$ cat config.mk
export PLATFORM = sky130hd
export DESIGN_NAME = card_dealer_flat
export DESIGN_NICKNAME = d
export VERILOG_FILES = /design/src/rtl/card_dealer_if.sv /design/src/rtl/card_dealer.sv /design/src/flat_wrapper.sv
export SDC_FILE = /design/constraint.sdc
export NUM_CORES = 1
export LEC_CHECK = 0
export CAP_MARGIN = 20
export CORE_ASPECT_RATIO = 0.75
export CORE_MARGIN = 2
export CORE_UTILIZATION = 40
export DETAILED_ROUTE_END_ITERATION = 8
export PLACE_DENSITY_LB_ADDON = 0.05
export SYNTH_ARGS = -nofsm -noshare
export SYNTH_HDL_FRONTEND = slang
export SYNTH_SLANG_ARGS = --single-unit
$ cat constraint.sdc
create_clock -name clk -period 2.9 [get_ports clk]
set_clock_uncertainty 0.15 [all_clocks]
set_input_delay 0.29 -clock clk [delete_from_list [all_inputs] [get_ports clk]]
set_output_delay 0.29 -clock clk [all_outputs]
set_load 0.01 [all_outputs]
$ cat src/rtl/card_dealer_if.sv
// ============================================================================
// Module      : card_dealer_if
// Description : Request/deal signal bundle between a requester and card_dealer.
// Revision    : 1.0
// ============================================================================
`timescale 1ns/1ps
`default_nettype none

interface card_dealer_if;
    logic       shuffle;
    logic       card_req;
    logic       card_valid;
    logic [3:0] card_value;
    logic [1:0] card_symbol;
    logic [5:0] cards_left;
    logic       deck_empty;
    logic       card_err;
    logic       busy;

    modport master (
        output shuffle, card_req,
        input  card_valid, card_value, card_symbol, cards_left,
               deck_empty, card_err, busy
    );

    modport slave (
        input  shuffle, card_req,
        output card_valid, card_value, card_symbol, cards_left,
               deck_empty, card_err, busy
    );
endinterface

`default_nettype wire

$ cat src/rtl/card_dealer.sv
// ============================================================================
// Module      : card_dealer
// Description : Deals unique cards from a 52-card deck using an LFSR start
//               point and a linear probe over a used-card bitmap.
// Revision    : 1.0
// ============================================================================
`timescale 1ns/1ps
`default_nettype none

module card_dealer #(
    parameter logic [15:0] SEED = 16'hACE1
) (
    input  logic         clk,
    input  logic         rst,
    card_dealer_if.slave bus
);

    typedef enum logic [1:0] {
        IDLE  = 2'd0,
        PROBE = 2'd1,
        DONE  = 2'd2
    } state_t;

    localparam logic [5:0] C_DECK_SIZE = 6'd52;
    localparam logic [5:0] C_LAST_IDX  = 6'd51;

    state_t      r_state;
    logic [15:0] r_lfsr;
    logic [51:0] r_used;
    logic [5:0]  r_cand;
    logic [5:0]  r_left;
    logic [3:0]  r_value;
    logic [1:0]  r_symbol;
    logic        r_err;

    logic        w_fb;
    logic [5:0]  w_start;
    logic [5:0]  w_next_cand;
    logic [1:0]  w_sym;
    logic [5:0]  w_rem;

    assign w_fb        = r_lfsr[15] ^ r_lfsr[13] ^ r_lfsr[12] ^ r_lfsr[10];
    assign w_start     = (r_lfsr[5:0] < C_DECK_SIZE) ? r_lfsr[5:0]
                                                     : r_lfsr[5:0] - C_DECK_SIZE;
    assign w_next_cand = (r_cand == C_LAST_IDX) ? 6'd0 : r_cand + 6'd1;

    // Index to suit/rank split without a divider.
    always_comb begin
        w_sym = 2'd0;
        w_rem = r_cand;
        if (r_cand < 6'd13) begin
            w_sym = 2'd0;
            w_rem = r_cand;
        end else if (r_cand < 6'd26) begin
            w_sym = 2'd1;
            w_rem = r_cand - 6'd13;
        end else if (r_cand < 6'd39) begin
            w_sym = 2'd2;
            w_rem = r_cand - 6'd26;
        end else begin
            w_sym = 2'd3;
            w_rem = r_cand - 6'd39;
        end
    end

    always_ff @(posedge clk) begin
        if (rst) begin
            r_state  <= IDLE;
            r_lfsr   <= SEED;
            r_used   <= '0;
            r_cand   <= '0;
            r_left   <= C_DECK_SIZE;
            r_value  <= '0;
            r_symbol <= '0;
            r_err    <= 1'b0;
        end else begin
            r_lfsr <= {r_lfsr[14:0], w_fb};
            r_err  <= 1'b0;
            case (r_state)
                IDLE: begin
                    if (bus.shuffle) begin
                        r_used <= '0;
                        r_left <= C_DECK_SIZE;
                    end else if (bus.card_req) begin
                        if (r_left != 6'd0) begin
                            r_cand  <= w_start;
                            r_state <= PROBE;
                        end else begin
                            r_err <= 1'b1;
                        end
                    end
                end
                PROBE: begin
                    if (bus.shuffle) begin
                        r_used  <= '0;
                        r_left  <= C_DECK_SIZE;
                        r_state <= IDLE;
                    end else if (r_used[r_cand]) begin
                        r_cand <= w_next_cand;
                    end else begin
                        r_used[r_cand] <= 1'b1;
                        r_left         <= r_left - 6'd1;
                        r_value        <= w_rem[3:0] + 4'd1;
                        r_symbol       <= w_sym;
                        r_state        <= DONE;
                    end
                end
                DONE: begin
                    if (bus.shuffle) begin
                        r_used <= '0;
                        r_left <= C_DECK_SIZE;
                    end
                    r_state <= IDLE;
                end
                default: r_state <= IDLE;
            endcase
        end
    end

    // A shuffle arriving in DONE suppresses the pulse so an aborted draw is never seen.
    assign bus.card_valid  = (r_state == DONE) && !bus.shuffle;
    assign bus.card_value  = r_value;
    assign bus.card_symbol = r_symbol;
    assign bus.cards_left  = r_left;
    assign bus.deck_empty  = (r_left == 6'd0);
    assign bus.card_err    = r_err;
    assign bus.busy        = (r_state != IDLE);

endmodule

`default_nettype wire

$ cat src/flat_wrapper.sv
// flat-port wrapper written by rule: the top's interface ports become plain ports
module card_dealer_flat 
#(
    parameter logic [15:0] SEED = 16'hACE1
)
  (clk, rst, bus_shuffle, bus_card_req, bus_card_valid, bus_card_value, bus_card_symbol, bus_cards_left, bus_deck_empty, bus_card_err, bus_busy);
  card_dealer_if bus_i ();
  input  logic clk;
  input  logic rst;
  input wire logic [$bits(bus_i.shuffle)-1:0] bus_shuffle;
  input wire logic [$bits(bus_i.card_req)-1:0] bus_card_req;
  output wire logic [$bits(bus_i.card_valid)-1:0] bus_card_valid;
  output wire logic [$bits(bus_i.card_value)-1:0] bus_card_value;
  output wire logic [$bits(bus_i.card_symbol)-1:0] bus_card_symbol;
  output wire logic [$bits(bus_i.cards_left)-1:0] bus_cards_left;
  output wire logic [$bits(bus_i.deck_empty)-1:0] bus_deck_empty;
  output wire logic [$bits(bus_i.card_err)-1:0] bus_card_err;
  output wire logic [$bits(bus_i.busy)-1:0] bus_busy;
  assign bus_i.shuffle = bus_shuffle;
  assign bus_i.card_req = bus_card_req;
  assign bus_card_valid = bus_i.card_valid;
  assign bus_card_value = bus_i.card_value;
  assign bus_card_symbol = bus_i.card_symbol;
  assign bus_cards_left = bus_i.cards_left;
  assign bus_deck_empty = bus_i.deck_empty;
  assign bus_card_err = bus_i.card_err;
  assign bus_busy = bus_i.busy;
  card_dealer #(.SEED(SEED)) u_core (.clk(clk), .rst(rst), .bus(bus_i));
endmodule
---- After elaboration in Yosys (flattened, before gate mapping) ----
Cells that the tools add are included.
word-level totals
  output and inout bits ................... 16
  bits of input ports ..................... 4
  register bits after elaboration ......... 89
cells by class
  equality and inequality tests ........... 10
  magnitude comparators ................... 6
  add/sub/neg operators ................... 7
  reduce and logical (&&, ||, !) cells .... 15
  multiplexer cells ....................... 33
  bitwise logic cells ..................... 8
operator list
  cell                                                                           count
  52-bit two-way mux                                                             3
  52-bit one-hot mux with 2 select lines                                         1
  6-bit two-way mux                                                              10
  52-bit OR                                                                      1
  6-bit one-hot mux with 2 select lines                                          2
  2-bit two-way mux                                                              7
  6-bit less-than comparator (second input constant)                             2
  4-bit two-way mux                                                              3
  4-bit subtractor (second input constant)                                       2
  6-bit by 7-bit less-than comparator with 1-bit output (second input constant)  1
  6-bit by 1-bit adder with 6-bit output (second input constant)                 1
  1-bit binary-select mux with 6-bit select                                      1
  1-bit demux with 6-bit select                                                  1
  6-bit equality test (second input constant)                                    1
  6-bit by 1-bit >= comparator with 1-bit output (second input constant)         1
  6-bit zero test                                                                1
  6-bit by 4-bit less-than comparator with 1-bit output (second input constant)  1
  6-bit by 5-bit less-than comparator with 1-bit output (second input constant)  1
  2-bit by 1-bit != test with 1-bit output (second input constant)               3
  2-bit != test (second input constant)                                          3
  3-bit AND reduction                                                            2
  6-bit AND reduction                                                            1
  2-bit nonzero test                                                             3
  6-bit nonzero test                                                             1
  17 further kinds                                                               26

---- Logic depth before layout (Yosys ltp) ----
Gate-level depths: netlist (run 1).
  word-level depth ........................ 8
  mapped depth ............................ 13
  mapped depth without buffers ............ 10

---- Worst setup path before layout (run 1) ----
No wires, ideal clock.
  path type ............................... register to register
  from .................................... register u_core.r_cand[0]
  to ...................................... register u_core.r_value[3], in the netlist u_core.bus.card_value[3]
  arrival ................................. 2.456 ns
  stages on the path, launching flop included .. 12
  buffers on the path ..................... 3
  period minus slack after synthesis ...... 2.723 ns
  path slack .............................. 0.177 ns
  path through ............................ dfxtp_1 -> buf_2 -> clkbuf_1 -> inv_1 -> clkbuf_1 -> ha_1 -> inv_1 -> a31oi_1 -> o311ai_0 -> nand3_1 -> xnor2_1 -> a22o_1
between the ends
  word-level cells in the longest chain between the ends .. 5
ends and longest elaborated chain
  item                                                line                source
  start: declaration                                  card_dealer.sv:30   logic [5:0] r_cand;
  start signal: assignment                            card_dealer.sv:86   r_cand <= w_start;
  start signal: assignment                            card_dealer.sv:99   r_cand <= w_next_cand;
  6-bit less-than comparator (tied with other cells)  card_dealer.sv:57   end else if (r_cand < 6'd39) begin
  4-bit two-way mux                                   card_dealer.sv:57
  4-bit two-way mux                                   card_dealer.sv:54   end else if (r_cand < 6'd26) begin
  4-bit two-way mux                                   card_dealer.sv:51   if (r_cand < 6'd13) begin
  4-bit by 1-bit adder with 4-bit output              card_dealer.sv:103  r_value <= w_rem[3:0] + 4'd1;
  end signal: assignment                              card_dealer.sv:103
  end: declaration                                    card_dealer.sv:32   logic [3:0] r_value;
Several ways; a longest one is shown, not always the timed one. The select of a mux whose other input is x is not followed.
A chain may end at the register's enable or synchronous reset.

---- Worst setup path after layout (run 1) ----
  from .................................... register u_core.r_cand[1]
  to ...................................... register u_core.r_used[42]
between the ends
  word-level cells in the longest chain between the ends .. 8
ends and longest elaborated chain
  item                                                                                                                                                  line                source
  6-bit by 7-bit less-than comparator with 1-bit output (implied by the code) / 6-bit by 1-bit >= comparator with 1-bit output (equally long branches)  card_dealer.sv:101  r_used[r_cand] <= 1'b1;
  1-bit logical AND (implied by the code)                                                                                                               card_dealer.sv:101
  1-bit two-way mux (implied by the code)                                                                                                               card_dealer.sv:101
  1-bit demux with 6-bit select                                                                                                                         n/a
  52-bit OR (no source line)                                                                                                                            n/a
  52-bit two-way mux                                                                                                                                    card_dealer.sv:98   end else if (r_used[r_cand]) begin
  52-bit two-way mux                                                                                                                                    card_dealer.sv:94   if (bus.shuffle) begin
  52-bit one-hot mux with 2 select lines                                                                                                                card_dealer.sv:79   case (r_state)
  end signal: assignment                                                                                                                                card_dealer.sv:82   r_used <= '0;
  end signal: assignment                                                                                                                                card_dealer.sv:95   r_used <= '0;
  end signal: indexed assignment                                                                                                                        card_dealer.sv:101
  end: declaration                                                                                                                                      card_dealer.sv:29   logic [51:0] r_used;
Several ways; a longest one is shown, not always the timed one. The select of a mux whose other input is x is not followed.

==> flow_summary.toml, run 1 <==
[run_status]
outcome = "finished, final reports clean"

[floorplanning]
start_util = 0.406
ios = 20
fp.dieH_um = 92.0
core.rowCount = 32
core_area_mm2 = 0.0102
die_x_um = 121
die_area_mm2 = 0.0112

[sta]
fin_setup_tns_ps = 0
slew_headroom = 0.556
fmax_mhz = 364
min_period_ps = 2750
worst_slew_pin_slew_ps = 661
hold_ws_ps = 257
setup_viol = 0
finalHoldViolCount = 0
rsz0062_at_grt = "false"
period_share = 0.948
timing.final.ws_setup_ps = 152
maxSlewViolCount = 0

[detailed_routing]
wl_um = 10400
vias = 3315
wl_per_cell_um = 18.0
ant_nets = 0
dr.pass1.iters = 5
drtIter0Drc = 346
viasPerCell = 5.73
remaining_drc_errors = 0

[worst_setup_path]
cp_slowest_cell = "mux4_1"
path_buf_inv = 1
cp_top_family = "compound AO/OA/AOI/OAI gates"
max_stage_delay_ps = 600
r2r_end = "u_core.r_used[42]$_SDFFE_PP0P_"
r2r_slack_ps = 150
crit_chain = "buf_12 -> mux4_1 -> o2111ai_1 -> a41o_1 -> and3_4 -> and3_1 -> a22o_1"
cp.required_ps = 3040
r2r_start = "u_core.r_cand[1]$_SDFFE_PP0P_"
ff2ff_path_depth = 7
end_kind = "flip-flop"
startpoint_type = "flip-flop"
path_max_fanout = 26
worst_ep_arrival_time_ps = 2890
worstSetupPathType = "reg -> reg"

[clock_network]
cts_tree = "built"
clkLatencyLatePin_ps = 340
h-tree-depth = 3
cts-root-buf = "clkbuf_16"
cts.path.max_buffers = 2
numCtsBuffers = 9
post_cts_buffers = 0
clk_pin_slew_worst_paths_ps = 60
cts_sinks = 89

[grt]
antenna_found_initial = 0
grt_pass1_wl_um = 17200
gr-total-overflow = 0
grt_start_max_net_pins = 56
grt_pass1_vias = 3122
grtUsageTotal = 0.201

[placed_design]
place.detailed.hpwl_um = 7310
portBuffers = 19
place_congestion = 0.793
dpl.cell_count = 563
preCtsSetupSlack_ps = 151

[synth]
synth_edf_count = 0
netlist_area_mm2 = 0.00413
synth_area_leaders = "dfxtp_1 (43%), a22o_1 (7.0%), mux2i_1 (4.4%), ha_1 (3.3%), nor2_1 (3.2%)"
yosysTopAreaCellShare = 0.432
yosysUniqueCellTypes = 56
yosys_warnings = 0
synth-async-reset-ratio = 0
synth_cells = 424
synth_top_area_cell = "dfxtp_1"
synthesis.nets = 439
syn_area_per_cell_um2 = 9.74
ys_seq_area_frac = 0.432
yosys_register_bits = 89
ys.flop_type = "dfxtp_1"

[min_path]
min_to = "u_core.r_lfsr[10]$_SDFF_PP1_"
hold_path.class = "reg -> reg"
hp-start = "u_core.r_lfsr[9]$_SDFF_PP0_"
hold_depth = 1

[power_and_ir_drop]
power.leakage_nw = 1.80
power_w = 0.00279
peakVddDrop_mv = 0.267
power_density_mw_per_mm2 = 582

[finish]
fin_cells = 579
nFillCells = 998
drive_gt1_frac = 0.138
fin_nets = 453
syn_to_final_growth_pct = 16.2
insertedDiodeCount = 0

[flow_run]
drv_cap = 0
sequential cells by signal, indices dropped and copies added, names as in the netlist:
| register | flops |
|---|---|
| u_core.r_state | 2 |
| u_core.r_lfsr | 16 |
| u_core.r_used | 52 |
| u_core.bus.card_value | 4 |
| u_core.r_cand | 6 |
| u_core.bus.card_err | 1 |
| u_core.bus.card_symbol | 2 |
| u_core.bus.cards_left | 6 |
what timing repair did:
action                                  in CTS  in global routing
resized for setup                            0                  3
hold buffers                                 0                  0
endpoints found under the setup margin       0                 15
worst reg2reg max path: cells and delay by family, from the launching register on:
| family | cells | cell delay, ps |
|---|---|---|
| AO/OA/AOI/OAI | 3 | 690 |
| buffers and inverters | 1 | 220 |
| AND/OR/NAND/NOR | 2 | 680 |
| multiplexers | 1 | 600 |
| flip-flops | 1 | 360 |
metal layers:
| metal | vias to the layer above | wire length [um] | track usage | part of all wire |
|---|---|---|---|---|
| met3 | 15 | 481 | 0.0448 | 0.046 |
| li1 | 1594 | - | - | - |
| met2 | 88 | 4100 | 0.265 | 0.39 |
| met4 | 0 | 153 | 0.0584 | 0.015 |
| met1 | 1618 | 5680 | 0.318 | 0.55 |
| met5 | - | 0 | 0 | 0 |
how the worst max path moves through the flow:
stage	start	endpoint	slack, ps	cells past startpoint
3_5_place_dp	u_core.r_cand[1]$_SDFFE_PP0P_	u_core.r_used[42]$_SDFFE_PP0P_	150	7
4_1_cts	u_core.r_cand[0]$_SDFFE_PP0P_	u_core.r_used[42]$_SDFFE_PP0P_	140	6
3_3_place_gp	u_core.r_cand[1]$_SDFFE_PP0P_	u_core.r_used[46]$_SDFFE_PP0P_	200	7
2_1_floorplan	u_core.r_cand[0]$_SDFFE_PP0P_	u_core.bus.card_value[3]$_SDFFE_PP0P_	180	11
6_report	u_core.r_cand[1]$_SDFFE_PP0P_	u_core.r_used[42]$_SDFFE_PP0P_	150	7
5_1_grt	u_core.r_cand[1]$_SDFFE_PP0P_	u_core.r_used[42]$_SDFFE_PP0P_	5	7
cell families (layout without fill, tap and decap cells):
logic type | Yosys count | in the layout | synth area share
adders and majority gates | 11 | 11 | 0.0333
and+or+nand+nor | 125 | 125 | 0.155
muxes | 25 | 25 | 0.0827
DFF | 89 | 89 | 0.432
xor gates and xnor gates | 10 | 10 | 0.0212
buffers and inverters | 50 | 69 | 0.0615
AOI/OAI and AO/OA | 114 | 114 | 0.214
per-stage QoR:
stage | area, um2 | utilization
final | 4800 | 0.472
after global routing | 4800 | 0.472
after CTS | 4790 | 0.471
after detailed placement | 4460 | 0.439
after global placement | 4460 | 0.439
after floorplan | 4130 | -
synth_stat cells (all sizes together) (3+ instances only):
| cell | n |
|---|---|
| nor2 | 35 |
| dfxtp | 89 |
| nand4 | 4 |
| a21oi | 9 |
| xnor2 | 5 |
| nand2 | 27 |
| a22o | 33 |
| and4 | 4 |
| o31ai | 3 |
| mux2i | 18 |
| o21ai | 14 |
| nor2b | 11 |
| buf | 15 |
| and3 | 6 |
| inv | 13 |
| ha | 11 |
| a22oi | 7 |
| a32o | 7 |
| nand3 | 9 |
| clkbuf | 22 |
| mux4 | 6 |
| a41oi | 4 |
| o211ai | 4 |
| o2111ai | 4 |
| a31oi | 4 |
| xor2 | 5 |
| nor3b | 3 |
| a211oi | 6 |
| or2 | 13 |
| nand2b | 4 |
area by class of cell:
class,count,area (um2),area share
multi-input combinational,285,2100,0.438
sequential,89,1780,0.372
timing repair buffer,40,360,0.0751
clock buffer,11,253,0.0527
tap,136,170,0.0355
clock inverter,5,77.6,0.0162
inverter,13,48.8,0.0102
placed cells by master, fill, tap and decap left out, types with 3 or more instances in the layout:
cell type,count
a211oi_1,6
a21oi_1,9
a22o_1,33
a22oi_1,7
a31oi_1,4
a32o_1,7
a41oi_1,4
and3_1,4
and4_1,4
buf_4,20
clkbuf_16,9
clkdlybuf4s50_1,19
dfxtp_1,87
ha_1,11
inv_1,13
mux2i_1,18
mux4_1,4
nand2_1,27
nand2b_1,4
nand3_1,8
nand4_1,4
nor2_1,34
nor2b_1,11
nor3b_1,3
o2111ai_1,4
o211ai_1,4
o21ai_0,14
o31ai_1,3
or2_2,13
xnor2_1,5
xor2_1,5
where the power goes:
group          internal [W]  total [W]  switching (W)
clock network      0.000798    0.00127       0.000474
registers           0.00125    0.00127      0.0000205
logic             0.0000976   0.000252       0.000155
total               0.00214    0.00279       0.000649
No activity file was read; power rests on OpenSTA's default activity.
==> run 2, diff against run 1 <==
SKIP_LAST_GASP = 1   (was not set)
==> results of run 2 <==
Final layout, timing and power as in run 1 (identical DEF).
